### src/rtl/mc_pkg.sv
// Shared encodings for the RV32I multicycle controller: FSM states, ALU
// operation codes, datapath mux selects and the opcodes the FSM decodes.
package mc_pkg;

    // Code 0 is kept free for a future debug-halt entry state.
    typedef enum logic [3:0] {
        S_FETCH    = 4'd1,
        S_DECODE   = 4'd2,
        S_MEMADR   = 4'd3,
        S_MEMREAD  = 4'd4,
        S_MEMWB    = 4'd5,
        S_MEMWRITE = 4'd6,
        S_EXECR    = 4'd7,
        S_EXECI    = 4'd8,
        S_ALUWB    = 4'd9,
        S_BRANCH   = 4'd10,
        S_JAL      = 4'd11,
        S_JALR     = 4'd12,
        S_LINK     = 4'd13,
        S_LUI      = 4'd14,
        S_TRAP     = 4'd15
    } state_t;

    localparam logic [3:0] ALU_ADD = 4'b0000;
    localparam logic [3:0] ALU_SUB = 4'b0001;
    localparam logic [3:0] ALU_AND = 4'b0010;
    localparam logic [3:0] ALU_OR  = 4'b0011;
    localparam logic [3:0] ALU_XOR = 4'b0100;
    localparam logic [3:0] ALU_SLT = 4'b0101;
    localparam logic [3:0] ALU_SLL = 4'b0110;
    localparam logic [3:0] ALU_SRL = 4'b0111;
    localparam logic [3:0] ALU_SRA = 4'b1000;

    localparam logic [1:0] ALUOP_ADD   = 2'b00;
    localparam logic [1:0] ALUOP_SUB   = 2'b01;
    localparam logic [1:0] ALUOP_FUNCT = 2'b10;

    localparam logic [1:0] SRCA_PC    = 2'b00;
    localparam logic [1:0] SRCA_OLDPC = 2'b01;
    localparam logic [1:0] SRCA_RS1   = 2'b10;
    localparam logic [1:0] SRCA_ZERO  = 2'b11;

    localparam logic [1:0] SRCB_RS2  = 2'b00;
    localparam logic [1:0] SRCB_IMM  = 2'b01;
    localparam logic [1:0] SRCB_FOUR = 2'b10;

    localparam logic [1:0] RES_ALUOUT    = 2'b00;
    localparam logic [1:0] RES_DATA      = 2'b01;
    localparam logic [1:0] RES_ALURESULT = 2'b10;

    localparam logic [2:0] IMM_I = 3'b000;
    localparam logic [2:0] IMM_S = 3'b001;
    localparam logic [2:0] IMM_B = 3'b010;
    localparam logic [2:0] IMM_J = 3'b011;
    localparam logic [2:0] IMM_U = 3'b100;

    localparam logic [6:0] OP_LOAD   = 7'b0000011;
    localparam logic [6:0] OP_STORE  = 7'b0100011;
    localparam logic [6:0] OP_RTYPE  = 7'b0110011;
    localparam logic [6:0] OP_ITYPE  = 7'b0010011;
    localparam logic [6:0] OP_BRANCH = 7'b1100011;
    localparam logic [6:0] OP_JAL    = 7'b1101111;
    localparam logic [6:0] OP_JALR   = 7'b1100111;
    localparam logic [6:0] OP_LUI    = 7'b0110111;

    function automatic logic [2:0] imm_src(input logic [6:0] op);
        case (op)
            OP_STORE:  return IMM_S;
            OP_BRANCH: return IMM_B;
            OP_JAL:    return IMM_J;
            OP_LUI:    return IMM_U;
            default:   return IMM_I;
        endcase
    endfunction

endpackage

### src/rtl/mc_alu_decoder.sv
// Maps the FSM's coarse ALU request plus funct fields onto a concrete ALU op.
module mc_alu_decoder
    import mc_pkg::*;
(
    input  logic [1:0] i_alu_op,
    input  logic [2:0] i_funct3,
    input  logic       i_funct7b5,
    input  logic       i_op5,
    output logic [3:0] o_alu_control
);

    always_comb begin
        o_alu_control = ALU_ADD;
        case (i_alu_op)
            ALUOP_SUB: o_alu_control = ALU_SUB;
            ALUOP_FUNCT: begin
                case (i_funct3)
                    // op[5] separates R-type sub from addi, whose bit 30 is immediate data.
                    3'b000:  o_alu_control = (i_op5 && i_funct7b5) ? ALU_SUB : ALU_ADD;
                    3'b001:  o_alu_control = ALU_SLL;
                    3'b010:  o_alu_control = ALU_SLT;
                    3'b100:  o_alu_control = ALU_XOR;
                    3'b101:  o_alu_control = i_funct7b5 ? ALU_SRA : ALU_SRL;
                    3'b110:  o_alu_control = ALU_OR;
                    3'b111:  o_alu_control = ALU_AND;
                    default: o_alu_control = ALU_ADD;
                endcase
            end
            default: o_alu_control = ALU_ADD;
        endcase
    end

endmodule

### src/rtl/mc_controller.sv
// Multicycle RV32I control FSM sharing one ALU and one memory port; Moore
// state register with outputs qualified by op/funct3/Zero/Lt/MemReady.
module mc_controller
    import mc_pkg::*;
#(
    parameter int unsigned RESET_STATE_FETCH = 1
)
(
    input  logic       clk,
    input  logic       reset_n,
    input  logic [6:0] op,
    input  logic [2:0] funct3,
    input  logic       funct7b5,
    input  logic       Zero,
    input  logic       Lt,
    input  logic       MemReady,
    output logic       MemReq,
    output logic       MemWrite,
    output logic       AdrSrc,
    output logic       IRWrite,
    output logic       PCWrite,
    output logic       RegWrite,
    output logic [1:0] ResultSrc,
    output logic [1:0] ALUSrcA,
    output logic [1:0] ALUSrcB,
    output logic [2:0] ImmSrc,
    output logic [3:0] ALUControl,
    output logic       IllegalInstr
);

    localparam state_t RESET_STATE = state_t'(4'(RESET_STATE_FETCH));

    state_t     r_state;
    state_t     w_next;
    logic       r_illegal;
    logic       w_mem_req, w_mem_write, w_adr_src, w_ir_write, w_pc_write, w_reg_write;
    logic [1:0] w_result_src, w_src_a, w_src_b, w_alu_op;
    logic [3:0] w_alu_control;
    logic       w_taken, w_branch_legal;

    always_comb begin
        w_taken        = 1'b0;
        w_branch_legal = 1'b1;
        case (funct3)
            3'b000:  w_taken = Zero;
            3'b001:  w_taken = !Zero;
            3'b100:  w_taken = Lt;
            3'b101:  w_taken = !Lt;
            default: w_branch_legal = 1'b0;
        endcase
    end

    // NOTE: every signal gets a default before the case so no path leaves it unassigned (no latches).
    always_comb begin
        w_next       = r_state;
        w_mem_req    = 1'b0;
        w_mem_write  = 1'b0;
        w_adr_src    = 1'b0;
        w_ir_write   = 1'b0;
        w_pc_write   = 1'b0;
        w_reg_write  = 1'b0;
        w_result_src = RES_ALUOUT;
        w_src_a      = SRCA_PC;
        w_src_b      = SRCB_RS2;
        w_alu_op     = ALUOP_ADD;
        case (r_state)
            S_FETCH: begin
                w_mem_req    = 1'b1;
                w_src_b      = SRCB_FOUR;
                w_result_src = RES_ALURESULT;
                w_ir_write   = MemReady;
                w_pc_write   = MemReady;
                if (MemReady) w_next = S_DECODE;
            end
            S_DECODE: begin
                w_src_a = SRCA_OLDPC;
                w_src_b = SRCB_IMM;
                case (op)
                    OP_LOAD, OP_STORE: w_next = S_MEMADR;
                    OP_RTYPE:          w_next = S_EXECR;
                    OP_ITYPE:          w_next = S_EXECI;
                    OP_BRANCH:         w_next = S_BRANCH;
                    OP_JAL:            w_next = S_JAL;
                    OP_JALR:           w_next = S_JALR;
                    OP_LUI:            w_next = S_LUI;
                    default:           w_next = S_TRAP;
                endcase
            end
            S_MEMADR: begin
                w_src_a = SRCA_RS1;
                w_src_b = SRCB_IMM;
                w_next  = op[5] ? S_MEMWRITE : S_MEMREAD;
            end
            S_MEMREAD: begin
                w_mem_req = 1'b1;
                w_adr_src = 1'b1;
                if (MemReady) w_next = S_MEMWB;
            end
            S_MEMWB: begin
                w_result_src = RES_DATA;
                w_reg_write  = 1'b1;
                w_next       = S_FETCH;
            end
            S_MEMWRITE: begin
                w_mem_req   = 1'b1;
                w_mem_write = 1'b1;
                w_adr_src   = 1'b1;
                if (MemReady) w_next = S_FETCH;
            end
            S_EXECR: begin
                w_src_a  = SRCA_RS1;
                w_alu_op = ALUOP_FUNCT;
                w_next   = S_ALUWB;
            end
            S_EXECI: begin
                w_src_a  = SRCA_RS1;
                w_src_b  = SRCB_IMM;
                w_alu_op = ALUOP_FUNCT;
                w_next   = S_ALUWB;
            end
            S_ALUWB: begin
                w_reg_write = 1'b1;
                w_next      = S_FETCH;
            end
            S_BRANCH: begin
                w_src_a    = SRCA_RS1;
                w_alu_op   = ALUOP_SUB;
                w_pc_write = w_branch_legal && w_taken;
                w_next     = w_branch_legal ? S_FETCH : S_TRAP;
            end
            S_JAL: begin
                w_pc_write = 1'b1;
                w_src_a    = SRCA_OLDPC;
                w_src_b    = SRCB_FOUR;
                w_next     = S_ALUWB;
            end
            S_JALR: begin
                w_src_a      = SRCA_RS1;
                w_src_b      = SRCB_IMM;
                w_result_src = RES_ALURESULT;
                w_pc_write   = 1'b1;
                w_next       = S_LINK;
            end
            S_LINK: begin
                w_src_a = SRCA_OLDPC;
                w_src_b = SRCB_FOUR;
                w_next  = S_ALUWB;
            end
            S_LUI: begin
                w_src_a = SRCA_ZERO;
                w_src_b = SRCB_IMM;
                w_next  = S_ALUWB;
            end
            S_TRAP:  w_next = S_TRAP;
            default: w_next = S_TRAP;
        endcase
    end

    mc_alu_decoder u_alu_decoder (
        .i_alu_op      (w_alu_op),
        .i_funct3      (funct3),
        .i_funct7b5    (funct7b5),
        .i_op5         (op[5]),
        .o_alu_control (w_alu_control)
    );

    // NOTE: state uses non-blocking assignments so every flop samples pre-edge values.
    always_ff @(posedge clk or negedge reset_n) begin
        if (!reset_n) begin
            r_state   <= RESET_STATE;
            r_illegal <= 1'b0;
        end else begin
            r_state   <= w_next;
            r_illegal <= r_illegal | (w_next == S_TRAP);
        end
    end

    // The state register alone cannot silence S_FETCH during reset, so gate outputs directly.
    assign MemReq       = reset_n & w_mem_req;
    assign MemWrite     = reset_n & w_mem_write;
    assign AdrSrc       = reset_n & w_adr_src;
    assign IRWrite      = reset_n & w_ir_write;
    assign PCWrite      = reset_n & w_pc_write;
    assign RegWrite     = reset_n & w_reg_write;
    assign ResultSrc    = reset_n ? w_result_src  : 2'b00;
    assign ALUSrcA      = reset_n ? w_src_a       : 2'b00;
    assign ALUSrcB      = reset_n ? w_src_b       : 2'b00;
    assign ImmSrc       = reset_n ? imm_src(op)   : 3'b000;
    assign ALUControl   = reset_n ? w_alu_control : 4'b0000;
    assign IllegalInstr = r_illegal;

endmodule
### config.mk
export PLATFORM = sky130hd
export DESIGN_NAME = mc_controller
export DESIGN_NICKNAME = d
export VERILOG_FILES = /design/src/rtl/mc_pkg.sv /design/src/rtl/mc_alu_decoder.sv /design/src/rtl/mc_controller.sv
export SDC_FILE = /design/constraint.sdc
export NUM_CORES = 1
export LEC_CHECK = 0
export ABC_CLOCK_PERIOD_IN_PS = 3970
export CORE_MARGIN = 2
export CORE_UTILIZATION = 40
export DETAILED_ROUTE_END_ITERATION = 16
export PLACE_DENSITY_LB_ADDON = 0.3
export SYNTH_ARGS = -nofsm -noshare
export SYNTH_HDL_FRONTEND = slang
export SYNTH_SLANG_ARGS = --single-unit
### constraint.sdc
create_clock -name clk -period 3.97 [get_ports clk]
set_input_delay 0.794 -clock clk [delete_from_list [all_inputs] [get_ports clk]]
set_output_delay 0.794 -clock clk [all_outputs]
set_load 0.01 [all_outputs]
==> reports/metrics.yaml, run 1 <==
synth:
  synth_area_leaders: "dfrtp_1 (12%), nor2_1 (8.0%), a21oi_1 (7.1%)"
  seq_area_frac_synth: 0.1487
  yosysTopAreaCellShare: 0.1178
  synthTopCellsByCount: "nor2_1 (18), nand2_1 (16), a21oi_1 (12)"
  syn_avg_cell_area_um2: 6.340
  synth_cells: 134
  synth_edf_count: 0
  synth_area_um2: 849.6
  synth_warnings: 0
  synth-seq-cells: 5
  yosysTopAreaCell: "dfrtp_1"
  synthMostInstantiatedCell: "nor2_1"
  syn-num-nets: 152
  synth_ff_type: "dfrtp_1"
  yosysUniqueCellTypes: 43
  synth_async_sr_flop_share: 1.000
floorplanning:
  die_area_um2: 2509
  rows: 16
  pin_count: 36
  start_util: 0.4287
  core_area_um2: 1982
  fp.dieH_um: 50.09
  die_x_um: 50.09
sta:
  tightest_slew_ns: 0.5373
  clock_skew_ns: 0.002153
  max_clock_freq_mhz: 269.9
  finalHoldViolCount: 0
  whs_ns: 0.4684
  drv_slew: 0
  slew_headroom: 0.6325
  period_needed_ns: 3.706
  period_share: 0.9334
  rsz0062_at_grt: "false"
  fin_tns_setup_ns: 0
  finalSetupViolCount: 0
cells_and_area:
  fillCellCount: 171
  n_antenna_cell: 0
  syn2layout_area_growth_pct: 46.98
  nets: 187
  drive_gt1_frac: 0.05952
  utilization: 0.6301
  fin_area_um2: 1249
placement:
  place_congestion: 0.9043
  post_dp_cell_area_um2: 1222
  dp_hpwl_um: 1983
  port-buffer-count: 35
critical_path:
  endpoint_kind: "output port"
  timing.rr.start: "r_state[0]"
  worstSetupStartpoint: "r_state[2]"
  cp_max_fo: 17
  cpMaxStageDelayCell: "clkdlybuf4s50_1"
  crit_family: "simple AND/OR/NAND/NOR gates"
  critPathMaxStageDelay_ns: 0.64
  critPathKind: "reg -> out"
  critPathBufInv: 1
  cp.arrival_ns: 2.91
  ff2ff_path_depth: 5
  cp_data_required_time_ns: 3.18
  cp.depth: 7
  critPathLaunchType: "flop"
  crit_path_end: "ALUControl[2]"
  r2r_end: "IllegalInstr"
  worstPathCellList: "nand2b_1, or3_1, o21ai_1, ha_1, nand2_1, a2111oi_0, clkdlybuf4s50_1"
  r2r_setup_slack_ns: 2.21
grt:
  grt_pass1_vias: 1005
  grt_max_degree: 19
  grt_pass1_wl_um: 4347
  grt.total_usage: 0.2207
  overflow: 0
  antenna_found_initial: 0
detailed_routing:
  vias: 1092
  ant_nets: 0
  drc: 0
  avgViaCountPerCell: 5.600
  drt_iter0_drc: 30
  wl_per_cell_um: 12.94
  wl_um: 2524
  dr.pass1.iters: 4
clock_tree:
  htree_levels: 1
  cts_buffer_depth: 2
  cts-resized-gates: 0
  clkTransAtPathRegs_ns: 0.04
  cts_root_buffer: "clkbuf_4"
  cts_buffers: 3
  cts_tree: "done"
  postCtsHoldBufs: 0
  post-cts-setup-buffers: 0
  clk_latency_ns: 0.24
  clock-sinks: 5
pwr:
  pwr-share-clk: 0.095
  p_switching_uw: 288.8
  power_frac_comb: 0.670
  p_leak_uw: 0.0004732
  internal_power_uw: 314.3
  power_density_nw_per_um2: 483.0
  p_sw_frac: 0.4789
  irDropWorstVdd_mv: 0.4319
  seq_power_share: 0.235
flow_run:
  drv_cap: 0
status:
  outcome: "complete, no violations"
hold_path:
  hold_path_class: "reg -> reg"
  min_delay_path_depth: 1
## sequential cells by signal (all words and copies together), names as in the netlist
name,cells
r_state,4
IllegalInstr,1
## worst min-delay path by stage
stage	from	end	slack [ns]
2_1_floorplan	reset_n	IllegalInstr	0.50
3_3_place_gp	IllegalInstr	IllegalInstr	0.46
3_5_place_dp	IllegalInstr	IllegalInstr	0.46
4_1_cts	IllegalInstr	IllegalInstr	0.47
5_1_grt	IllegalInstr	IllegalInstr	0.49
6_report	IllegalInstr	IllegalInstr	0.47
## final cells by class
| class | instances | area, µm² | area share |
|---|---|---|---|
| clock buffer | 4 | 26.28 | 0.02104 |
| inverter | 6 | 22.52 | 0.01804 |
| multi-input combinational | 115 | 666.9 | 0.5341 |
| sequential | 5 | 126.4 | 0.1012 |
| tap | 27 | 33.78 | 0.02705 |
| timing repair buffer | 38 | 372.9 | 0.2986 |
## cells by family after synthesis
family / synth area share
and+or+nand+nor: 0.4418
AOI/OAI and AO/OA: 0.2887
buffers and inverters: 0.06627
DFF: 0.1488
muxes: 0.02504
adders and majority gates: 0.02945
## power by group through the flow
stage | Clock [µW] | Sequential (µW) | Combinational [µW]
global route | 61.2 | 149 | 452
CTS | 59.6 | 141 | 404
finish | 57.1 | 142 | 404
global placement | 0 | 139 | 396
floorplan | 0 | 92.8 | 305
detailed placement | 0 | 142 | 402
## per-stage QoR
| stage | total power (µW) | setup slack, ns | std cells |
|---|---|---|---|
| 5_1_grt | 662.7 | 0.1533 | 195 |
| 3_5_place_dp | 543.7 | 0.3119 | 191 |
| 6_report | 603.1 | 0.2643 | 195 |
| 2_1_floorplan | 397.7 | 1.110 | 134 |
| 4_1_cts | 603.9 | 0.3021 | 195 |
| 3_3_place_gp | 535.8 | 0.3280 | 191 |
## placed cells by master, fill, tap and decap left out, drive strengths merged, types with 2 or more instances in the layout
master / n
clkdlybuf4s50: 35
nor2: 18
nand2: 16
a21oi: 12
o21ai: 8
nand2b: 7
inv: 6
nand3: 6
dfrtp: 4
nor2b: 4
or3: 4
nor3: 4
clkbuf: 4
buf: 3
nand3b: 2
a311oi: 2
o22ai: 2
and2: 2
and3: 2
nand4: 2
a31oi: 2
nor4: 2
ha: 2
o311ai: 2
## per-layer routing
layer | vias up | global-route usage | routed length, µm
li1 | 558 | - | -
met1 | 499 | 0.2756 | 1120
met2 | 33 | 0.3750 | 1269
met3 | 2 | 0.03333 | 119
met4 | 0 | 0.08796 | 15
met5 | - | 0 | 0
No activity file was read; power rests on OpenSTA's default activity.
==> run 2: changes to the inputs <==
--- a/config.mk
+++ b/config.mk
@@ -6,7 +6,8 @@
 export NUM_CORES = 1
 export LEC_CHECK = 0
 export ABC_CLOCK_PERIOD_IN_PS = 3970
-export CORE_MARGIN = 2
+export CAP_MARGIN = 20
+export CORE_MARGIN = 4
 export CORE_UTILIZATION = 40
 export DETAILED_ROUTE_END_ITERATION = 16
 export PLACE_DENSITY_LB_ADDON = 0.3
==> run 2 against run 1 <==
Critical endpoint is now PCWrite. Highest routed layer is now met3. Clock power decreased by 3%. Maximum frequency increased by 0.65%. Register-to-register slack about the same.
==> reports/metrics.yaml, run 2 (synthesized netlist as in run 1, its figures left out) <==
sta:
  max_clock_freq_mhz: 271.6  # +0.65%
  fin_tns_setup_ns: 0  # unchanged
  drv_slew: 0  # unchanged
  clock_skew_ns: 0.001458  # -0.0006943 ns
  finalHoldViolCount: 0  # unchanged
  period_needed_ns: 3.682  # -0.02375 ns
  period_share: 0.9275  # -0.005983
  rsz0062_at_grt: "false"
  tightest_slew_ns: 0.4140  # -0.1233 ns
  finalSetupViolCount: 0  # unchanged
  whs_ns: 0.4640  # -0.004428 ns
  slew_headroom: 0.7168  # +0.08431
cells_and_area:
  fillCellCount: 164  # -4.1%
  layout_commonest_cell: "clkdlybuf4s50_1"
  drive_gt1_frac: 0.05952  # unchanged
  top_register: "r_state"
  multiInputGateArea_um2: 666.9  # unchanged
  nets: 187  # unchanged
  n_antenna_cell: 0  # unchanged
  largest_register_ffs: 4  # unchanged
  regArea_um2: 126.4  # unchanged
  layout_common_cells: "clkdlybuf4s50_1 (35), nor2_1 (18), nand2_1 (16)"
  syn2layout_area_growth_pct: 46.98  # unchanged
pwr:
  irDropWorstVdd_mv: 0.3578  # -17%
  power_density_nw_per_um2: 481.7  # -0.27%
  p_leak_uw: 0.0004732  # unchanged
grt:
  grt_pass1_wl_um: 4416  # +1.6%
  grt_max_degree: 19  # unchanged
  overflow: 0  # unchanged
  grt.total_usage: 0.1976  # -0.02314
  antenna_found_initial: 0  # unchanged
  grt_pass1_vias: 1053  # +4.8%
clock_tree:
  cts_buffer_depth: 2  # unchanged
  clkTransAtPathRegs_ns: 0.04  # about the same
  htree_levels: 1  # unchanged
  cts_buffers: 3  # unchanged
  cts_tree: "done"
  clk_latency_ns: 0.23  # about the same
  cts-resized-gates: 0  # unchanged
  clock-sinks: 5  # unchanged
  postCtsHoldBufs: 0  # unchanged
  cts_root_buffer: "clkbuf_4"
  post-cts-setup-buffers: 0  # unchanged
floorplanning:
  die_x_um: 54.09  # +8.0%
  die_area_um2: 2925  # +17%
  start_util: 0.4287  # unchanged
  rows: 16  # unchanged
  pin_count: 36  # unchanged
  fp.dieH_um: 54.09  # +8.0%
  core_area_um2: 1982  # unchanged
detailed_routing:
  wl_um: 2588  # +2.5%
  wl_per_cell_um: 13.27  # +2.5%
  drt_iter0_drc: 18  # -40%
  drc: 0  # unchanged
  ant_nets: 0  # unchanged
  dr.pass1.iters: 4  # unchanged
  avgViaCountPerCell: 5.744  # +2.6%
  vias: 1120  # +2.6%
status:
  outcome: "complete, no violations"
placement:
  place_congestion: 0.8710  # -3.7%
  port-buffer-count: 35  # unchanged
  dp_hpwl_um: 2021  # +1.9%
hold_path:
  hold_path_class: "reg -> reg"
critical_path:
  worstPathCellList: "clkdlybuf4s50_1, mux2i_1, mux2_2, a21oi_1, o21ai_1, a21oi_1, clkdlybuf4s50_1"
  cp_data_required_time_ns: 3.18  # about the same
  critPathKind: "in -> out"
  cpMaxStageDelayCell: "clkdlybuf4s50_1"
  cp.arrival_ns: 2.89  # -0.02 ns
  cp_max_fo: 5  # -12
  critPathLaunchType: "input pin"
  critPathMaxStageDelay_ns: 0.57  # -0.07 ns
  endpoint_kind: "output port"
flow_run:
  drv_cap: 0  # unchanged
-- run 2: cell counts in the layout (fill, tap and decap cells not counted) --
No cell type changed its count.
-- run 2: worst max-delay path, delay by kind of cell --
family,cells,cell delay (ns)
AO/OA/AOI/OAI,3,0.38
buffers and inverters,2,1.12
multiplexers,2,0.59
-- run 2: per-layer routing --
metal	global-route usage	vias to the layer above	routed length, µm
li1	-	555	-
met1	0.2298	526	1108
met2	0.3710	39	1328
met3	0.02770	0	151
met4	0.05394	0	0
met5	0	-	0
-- run 2: worst paths after layout --
path	start	to	slack, ns	depth (start not counted)
worst max-delay path	funct3[2]	PCWrite	0.29	7
worst min-delay path	IllegalInstr	IllegalInstr	0.46	1
worst max register to register	r_state[0]	IllegalInstr	2.21	5
worst min register to register	IllegalInstr	IllegalInstr	0.46	1
max in group asynchronous	reset_n	r_state[0]	2.82	2
min in group asynchronous	reset_n	IllegalInstr	0.94	2
-- run 2: where the power goes --
group	internal (µW)	total, µW	switching [µW]	leakage (µW)
Sequential	77.6	140	62.6	0.0000584
Combinational	199	406	207	0.000400
Clock	37.8	55.5	17.7	0.0000150
-- run 2: layout make-up --
cell class,count,area share
Inverter,6,0.01804
Clock buffer,4,0.02104
Tap cell,27,0.02705
Timing Repair Buffer,38,0.2986
Multi-Input combinational cell,115,0.5341
Sequential cell,5,0.1012
-- run 2: through the flow --
stage / power, µW / setup WS (ns) / instances / utilization / area (µm²)
after floorplan: 397.7 / 1.110 / 134 / - / 849.6
after global placement: 536.5 / 0.3289 / 191 / 0.6168 / 1222
after detailed placement: 544.3 / 0.2946 / 191 / 0.6168 / 1222
after CTS: 604.3 / 0.2871 / 195 / 0.6301 / 1249
after global routing: 669.9 / 0.09095 / 195 / 0.6301 / 1249
final: 601.5 / 0.2880 / 195 / 0.6301 / 1249
==> run 3: changes to the inputs <==
--- a/config.mk
+++ b/config.mk
@@ -11,6 +11,7 @@
 export CORE_UTILIZATION = 40
 export DETAILED_ROUTE_END_ITERATION = 16
 export PLACE_DENSITY_LB_ADDON = 0.3
+export SLEW_MARGIN = 20
 export SYNTH_ARGS = -nofsm -noshare
 export SYNTH_HDL_FRONTEND = slang
 export SYNTH_SLANG_ARGS = --single-unit
==> results of run 3 <==
Final layout, timing and power as in run 2 (identical DEF).
